File: src/rtl/pong_pkg.sv
// pong_pkg: shared types, constants and BCD helpers for the pong game-flow controller.
package pong_pkg;
    typedef enum logic [1:0] {NEWGAME = 2'd0, PLAY = 2'd1, NEWBALL = 2'd2, OVER = 2'd3} state_t;
    typedef logic [7:0] bcd2_t;
    localparam int REFRESH_HZ = 60;
    localparam bcd2_t BCD_MAX = 8'h99;
    function automatic bcd2_t to_bcd2(input int n);
        return {4'(n / 10), 4'(n % 10)};
    endfunction
    // Two-digit BCD increment that holds at 99.
    function automatic bcd2_t bcd_inc(input bcd2_t q);
        return (q == BCD_MAX) ? q : (q[3:0] == 4'd9) ? {q[7:4] + 4'd1, 4'd0} : {q[7:4], q[3:0] + 4'd1};
    endfunction
endpackage

File: src/rtl/pong_game_ctrl_bcd2_counter.sv
// bcd2_counter: two-digit BCD score counter, saturating at 99.
module bcd2_counter
    import pong_pkg::*;
(
    input  logic  clk,
    input  logic  reset,
    input  logic  clr,
    input  logic  inc,
    output bcd2_t q
);
    always_ff @(posedge clk)
        if (reset || clr) q <= '0;
        else if (inc) q <= bcd_inc(q);
endmodule

File: src/rtl/pong_game_ctrl.sv
// pong_game_ctrl: match FSM, BCD scores and serve/game-over timers for pong.
// Optional rally counter output enabled by RALLY_CNT_EN.
module pong_game_ctrl
    import pong_pkg::*;
#(
    parameter int WIN_SCORE     = 11,
    parameter int NEWBALL_TICKS = 120,
    parameter int OVER_TICKS    = 180,
    parameter int TMR_W         = 8
) (
    input  logic       clk,
    input  logic       reset,
    input  logic       refresh_tick,
    input  logic [3:0] btn,
    input  logic [1:0] hit,
    input  logic       miss,
    input  logic       ball_right,
    output logic       gra_still,
    output logic [7:0] score_l,
    output logic [7:0] score_r,
    output logic [1:0] state,
    output logic       game_over,
    output logic       winner
`ifdef RALLY_CNT_EN
    ,
    output logic [7:0] rally
`endif
);
    localparam bcd2_t WIN_BCD = to_bcd2(WIN_SCORE);
    state_t           r_state, w_next;
    logic [TMR_W-1:0] r_tmr, w_tmr;
    logic             r_arm, w_arm, r_winner, w_winner;
    logic             w_start, w_pt, w_won;
    assign w_start = (r_state == NEWGAME) && r_arm && |btn;
    assign w_pt    = (r_state == PLAY) && miss;
    assign w_won   = (ball_right ? bcd_inc(score_l) : bcd_inc(score_r)) == WIN_BCD;
    assign state   = r_state;
    assign winner  = r_winner;
    always_comb begin
        w_next   = r_state;
        w_tmr    = r_tmr;
        w_arm    = 1'b0;
        w_winner = r_winner;
        case (r_state)
            NEWGAME: begin
                w_arm  = r_arm | ~|btn;
                w_next = w_start ? PLAY : NEWGAME;
            end
            PLAY: if (miss) begin
                w_next   = w_won ? OVER : NEWBALL;
                w_tmr    = w_won ? TMR_W'(OVER_TICKS - 1) : TMR_W'(NEWBALL_TICKS - 1);
                w_winner = w_won ? ~ball_right : r_winner;
            end
            default: if (refresh_tick) begin
                w_next = (r_tmr != '0) ? r_state : (r_state == OVER) ? NEWGAME : PLAY;
                w_tmr  = (r_tmr != '0) ? r_tmr - 1'b1 : r_tmr;
            end
        endcase
    end
    // Outputs are registered from the next state so they line up with the state register.
    always_ff @(posedge clk)
        if (reset) begin
            r_state   <= NEWGAME;
            r_tmr     <= '0;
            r_arm     <= 1'b0;
            r_winner  <= 1'b0;
            gra_still <= 1'b1;
            game_over <= 1'b0;
        end else begin
            r_state   <= w_next;
            r_tmr     <= w_tmr;
            r_arm     <= w_arm;
            r_winner  <= w_winner;
            gra_still <= (w_next != PLAY);
            game_over <= (w_next == OVER);
        end
    bcd2_counter u_left  (.clk(clk), .reset(reset), .clr(w_start), .inc(w_pt && ball_right),  .q(score_l));
    bcd2_counter u_right (.clk(clk), .reset(reset), .clr(w_start), .inc(w_pt && !ball_right), .q(score_r));
`ifdef RALLY_CNT_EN
    logic r_hit_d;
    always_ff @(posedge clk)
        if (reset) begin
            r_hit_d <= 1'b0;
            rally   <= '0;
        end else begin
            r_hit_d <= |hit;
            if (r_state != PLAY && w_next == PLAY) rally <= '0;
            else if (r_state == PLAY && |hit && !r_hit_d && rally != 8'hFF) rally <= rally + 8'd1;
        end
`else
    logic w_unused_hit;
    assign w_unused_hit = ^hit;
`endif
endmodule

File: config.mk
export PLATFORM = sky130hd
export DESIGN_NAME = pong_game_ctrl
export DESIGN_NICKNAME = d
export VERILOG_FILES = /design/src/rtl/pong_pkg.sv /design/src/rtl/pong_game_ctrl_bcd2_counter.sv /design/src/rtl/pong_game_ctrl.sv
export SDC_FILE = /design/constraint.sdc
export NUM_CORES = 1
export LEC_CHECK = 0
export BUFFER_PORTS_ARGS = -buffer_cell sky130_fd_sc_hd__buf_2
export CORE_MARGIN = 10
export CORE_UTILIZATION = 35
export DETAILED_ROUTE_END_ITERATION = 8
export PLACE_DENSITY = 0.61
export SYNTH_ARGS = -nofsm -noshare
export SYNTH_HDL_FRONTEND = slang
export SYNTH_SLANG_ARGS = --single-unit
File: constraint.sdc
create_clock -name clk -period 2.6 [get_ports clk]
set_clock_uncertainty 0.05 [all_clocks]
set_input_delay 0 -clock clk [delete_from_list [all_inputs] [get_ports clk]]
set_output_delay 0 -clock clk [all_outputs]
set_load 0.05 [all_outputs]
# --- After elaboration in Yosys (flattened, before gate mapping) ---
# Index checks and enable logic that the tools add are counted.
totals:
  reg_bits: 30
  inputBits: 11
  output_inout_bits: 21
  wordCells: 59
classes:
  n_addsub: 5
  n_eq_ne: 10
  n_mux: 17
  bitwise: 3
  n_reduce_logical: 16
op_table:
  columns: ["operator", "n"]
  rows:
  - ["$mux 8", 9]
  - ["$add 4x1->4 const B", 4]
  - ["$eq 8x8->1 const B", 2]
  - ["$pmux 8 s2", 1]
  - ["$eq 4x4->1 const B", 2]
  - ["$eq 8x5->1 const B", 1]
  - ["$reduce_bool 8->1", 1]
  - ["$sub 8x1->8 const B", 1]
  - ["$mux 2", 3]
  - ["$logic_and 1x1->1", 5]
  - ["$eq 2x2->1 const B", 2]
  - ["$pmux 2 s2", 1]
  - ["$reduce_and 4->1", 1]
  - ["$reduce_bool 2->1", 2]
  - ["$reduce_or 4->1", 1]
  - ["$mux 1", 3]
  - ["$reduce_and 3->1", 1]
  - ["$eq 2x1->1 const B", 1]
  - ["$logic_not 1->1", 2]
  - ["$logic_not 2->1", 1]
  - ["$ne 2x1->1 const B", 1]
  - ["$ne 2x2->1 const B", 1]
  - ["$not 1->1", 2]
  - ["$reduce_or 2->1", 1]
  - ["other kinds (2)", 2]

# --- Longest topological paths before layout ---
depth:
  word_depth: 9
  ltp_mapped: 8
  depth_no_buf: 7

# --- Cells and area by module ---
# From an unflattened synthesis, not the netlist that was laid out.
unflattened:
  hier_cells: 197
  area_unflattened_um2: 1645.3
by_module_without_submodules:
  columns: ["mod", "n_inst", "cells_per_inst", "area_each_um2", "seq_area_each_um2"]
  rows:
  - ["bcd2_counter", 2, 49, 416.6, 160.2]
  - ["pong_game_ctrl", 1, 99, 812.0, 280.3]

# --- Worst setup path before layout ---
# OpenSTA, ideal clock, no wires.
synth_timing:
  path_type: "reg2reg"
  from: "register u_left.q[5]"
  to: "register r_winner (netlist: winner)"
  setup_ns: 0.121
  arrival_ns: 2.204
  t_required_ns: 2.429
  slack_ns: 0.225
  stages_incl_launch_ff: 8
  path_buffers: 0
  synth_period_minus_slack_ns: 2.375
  cell_sequence: "dfxtp_1 -> inv_1 -> ha_1 -> and3b_4 -> or4b_4 -> o21ai_2 -> a32oi_2 -> mux2_4"
synth_via:
  elab_chain_len: 6
  elab_cells_between_ends: 7
  cone_classes: "add/sub (1); eq/ne (2); mux (3); reduce/logical (1)"
synth_lines:
  columns: ["item", "line", "text"]
  rows:
  - ["start, declared", "pong_game_ctrl_bcd2_counter.sv:9", "output bcd2_t q"]
  - ["start signal, assigned", "pong_game_ctrl_bcd2_counter.sv:13", "else if (inc) q <= bcd_inc(q);"]
  - ["$add 4x1->4", "pong_pkg.sv:12", "return (q == BCD_MAX) ? q : (q[3:0] == 4'd9) ? {q[7:4] + 4'd1, 4'd0} : {q[7:4], q[3:0] + 4'd1};"]
  - ["$mux 8", null, null]
  - ["$mux 8 *", "pong_pkg.sv:12", null]
  - ["$mux 8 *", "pong_game_ctrl.sv:36", "assign w_won = (ball_right ? bcd_inc(score_l) : bcd_inc(score_r)) == WIN_BCD;"]
  - ["$eq 8x5->1 *", "pong_game_ctrl.sv:36", null]
  - ["$reduce_and 3->1 (no line) *", null, null]
  - ["end signal, assigned", "pong_game_ctrl.sv:73", "r_winner <= w_winner;"]
  - ["end, declared", "pong_game_ctrl.sv:32", "logic r_arm, w_arm, r_winner, w_winner;"]
# Mark *: on every way between the ends. The rest lies on a longest branch, timed or not.
# A chain may end at the register's enable or synchronous reset.

# --- Final worst setup path ---
# Same ends and word-level chain as after synthesis.

==> qor.yml <==
status: "finished clean"
synthFlopType: "dfxtp_1"
slew_violations: 0
crit_path_end_kind: "flip-flop"
first_global_vias: 1502
cts_resized: 0
netlist_instances: 200
p_comb_frac: 0.100
grt_max_degree: 14
num_io_pins: 32
cts_tree: "yes"
postLayoutCellArea_sq_mm: 0.00197
max-clock-path-buffers: 2
grt_pass1_wl_microns: 6840
clockPowerShare: 0.393
switching_share: 0.252
period_share: 0.794
timing.fmax_mhz: 484
wl_per_cell_microns: 14.0
setup_tns_ns: 0
die_h_microns: 89.5
synth_edf_count: 0
dp_hpwl_microns: 2940
port-buffer-count: 29
max_slew_margin: 0.653
drive_gt1_frac: 0.222
antenna_cells: 0
met2_usage: 0.162
asyncSetResetFlopFracSynth: 0
power.internal_mw: 0.706
cts.sink_count: 30
clock_latency_ns: 0.28
final_common_cell: "dfxtp_1"
hold_ws_ns: 0.0155
fin_crit_ns: 2.06
power_switching_mw: 0.238
drt-initial-drc-count: 73
cp-startpoint: "u_left.q[5]"
yosys_warnings: 0
min_path_type: "in -> reg"
syn_area_sq_mm: 0.00169
fin_nets: 247
clock-root-buffer: "clkbuf_8"
initial_core_util: 0.360
final_hold_viol_count: 0
final_antenna_net_count: 0
rsz0062_at_grt: "no"
syn_to_final_growth_pct: 16.5
ys_types: 56
cap_viol_max_count: 0
track_usage: 0.107
seqPwrFrac: 0.507
synthesis.nets: 216
power_mw: 0.945
ys_seq_elements: 30
busiest_layer: "met2"
worstPathRequired_ns: 2.72
firstDrtPassIters: 4
postCtsHoldBufs: 0
p_per_area_mw_per_mm2: 480
p_leak_nw: 0.821
reg2reg_from: "u_left.q[5]"
layout_common_cells: "30 x dfxtp_1, 29 x buf_2, 23 x nor2_1"
crit_type: "reg -> reg"
die_area_sq_mm: 0.00801
path_clk_slew_ns: 0.06
post-cts-setup-buffers: 0
rows: 25
wirelength_microns: 3980
tightest_slew_ns: 0.513
num_vias: 1551
ir_worst_vdd_uv: 194
cp_max_fo: 5
place_area_sq_mm: 0.00189
via_per_inst: 5.46
numCtsBuffers: 5
crit_arrival_ns: 2.18
ys_seq_area_frac: 0.355
dieWidth_microns: 89.5
start_kind: "flip-flop"
grt-ovfl-total: 0
worstHoldStart: "reset"
gp_congestion: 0.861
htree_levels: 2
core_area_sq_mm: 0.00469
gr-usage-met1: 0.135
antenna_found_initial: 0
use_met3: 0.0292
setup_violations: 0
syn_avg_cell_area_sq_um: 8.45
fin_util: 0.420
drc: 0
==> final cells by class <==
type,instances,area [sq um]
timing repair buffer,32,168
multi-input combinational,154,1020
tap,54,67.6
clock buffer,6,82.6
inverter,8,30.0
fill,486,2720
sequential,30,601
==> state kept, by name, summed over array words and instances, names as in the netlist <==
name,cells
game_over,1
gra_still,1
r_arm,1
r_tmr,8
state,2
u_left.q,8
u_right.q,8
winner,1
==> synth_stat cells (all sizes together) (3+ instances only) <==
cell type | count | share of area
nor2b | 4 | 0.015
ha | 5 | 0.037
nor2 | 23 | 0.051
a21oi | 15 | 0.044
a211oi | 3 | 0.013
and3b | 3 | 0.018
and3 | 3 | 0.012
nor3 | 10 | 0.030
xor2 | 9 | 0.047
o21ai | 8 | 0.026
buf | 3 | 0.012
nand3b | 3 | 0.013
nand2 | 19 | 0.044
nand3 | 3 | 0.0089
nand4 | 4 | 0.015
clkbuf | 5 | 0.011
nor4 | 5 | 0.022
a31oi | 3 | 0.011
inv | 8 | 0.018
dfxtp | 30 | 0.36
==> power groups by stage <==
stage	clock, mW	sequential, mW	combinational, mW
final	0.372	0.479	0.0942
after global routing	0.405	0.481	0.107
after CTS	0.385	0.479	0.0951
after detailed placement	0	0.489	0.0946
after global placement	0	0.489	0.0942
after floorplan	0	0.495	0.0593
==> metrics by stage <==
step	std cells	worst slack, ns
global route	284	0.407
global placement	278	0.556
floorplan	200	0.225
finish	284	0.536
CTS	284	0.520
detailed placement	278	0.532
==> worst paths after layout <==
path | end | slack (ns) | cells after the start
setup / recovery | winner | 0.54 | 7
hold / removal | state[1] | 0.02 | 2
setup reg to reg | winner | 0.54 | 7
hold reg to reg | r_tmr[6] | 0.45 | 2
==> cell families (layout without fill, tap and decap cells) <==
kind of cell | after synthesis | after routing | share of synthesized area
AND/OR/NAND/NOR | 91 | 91 | 0.307
flip-flops | 30 | 30 | 0.355
multiplexers | 3 | 3 | 0.0215
AO/OA/AOI/OAI | 46 | 46 | 0.192
XOR/XNOR | 9 | 9 | 0.0466
adder cells (fa/ha/maj) | 5 | 5 | 0.0370
buffers and inverters | 16 | 46 | 0.0407
==> layer usage <==
layer / part of all wire / routed length, microns / vias to the layer above
met2: 0.42 / 1650 / 35
met3: 0.057 / 225 / 9
met4: 0.023 / 92 / 0
met5: 0 / 0 / -
met1: 0.50 / 2000 / 710
li1: - / - / 797
==> worst max-delay path, cell delays in order (launching register included) <==
cell and delay, ns:
dfxtp_1 0.37, inv_1 0.09, ha_1 0.18, and3b_4 0.19
or4b_4 0.51, o21ai_2 0.10, a32oi_2 0.15, mux2_4 0.32
Note: power is estimated with default switching activity, not from simulation.
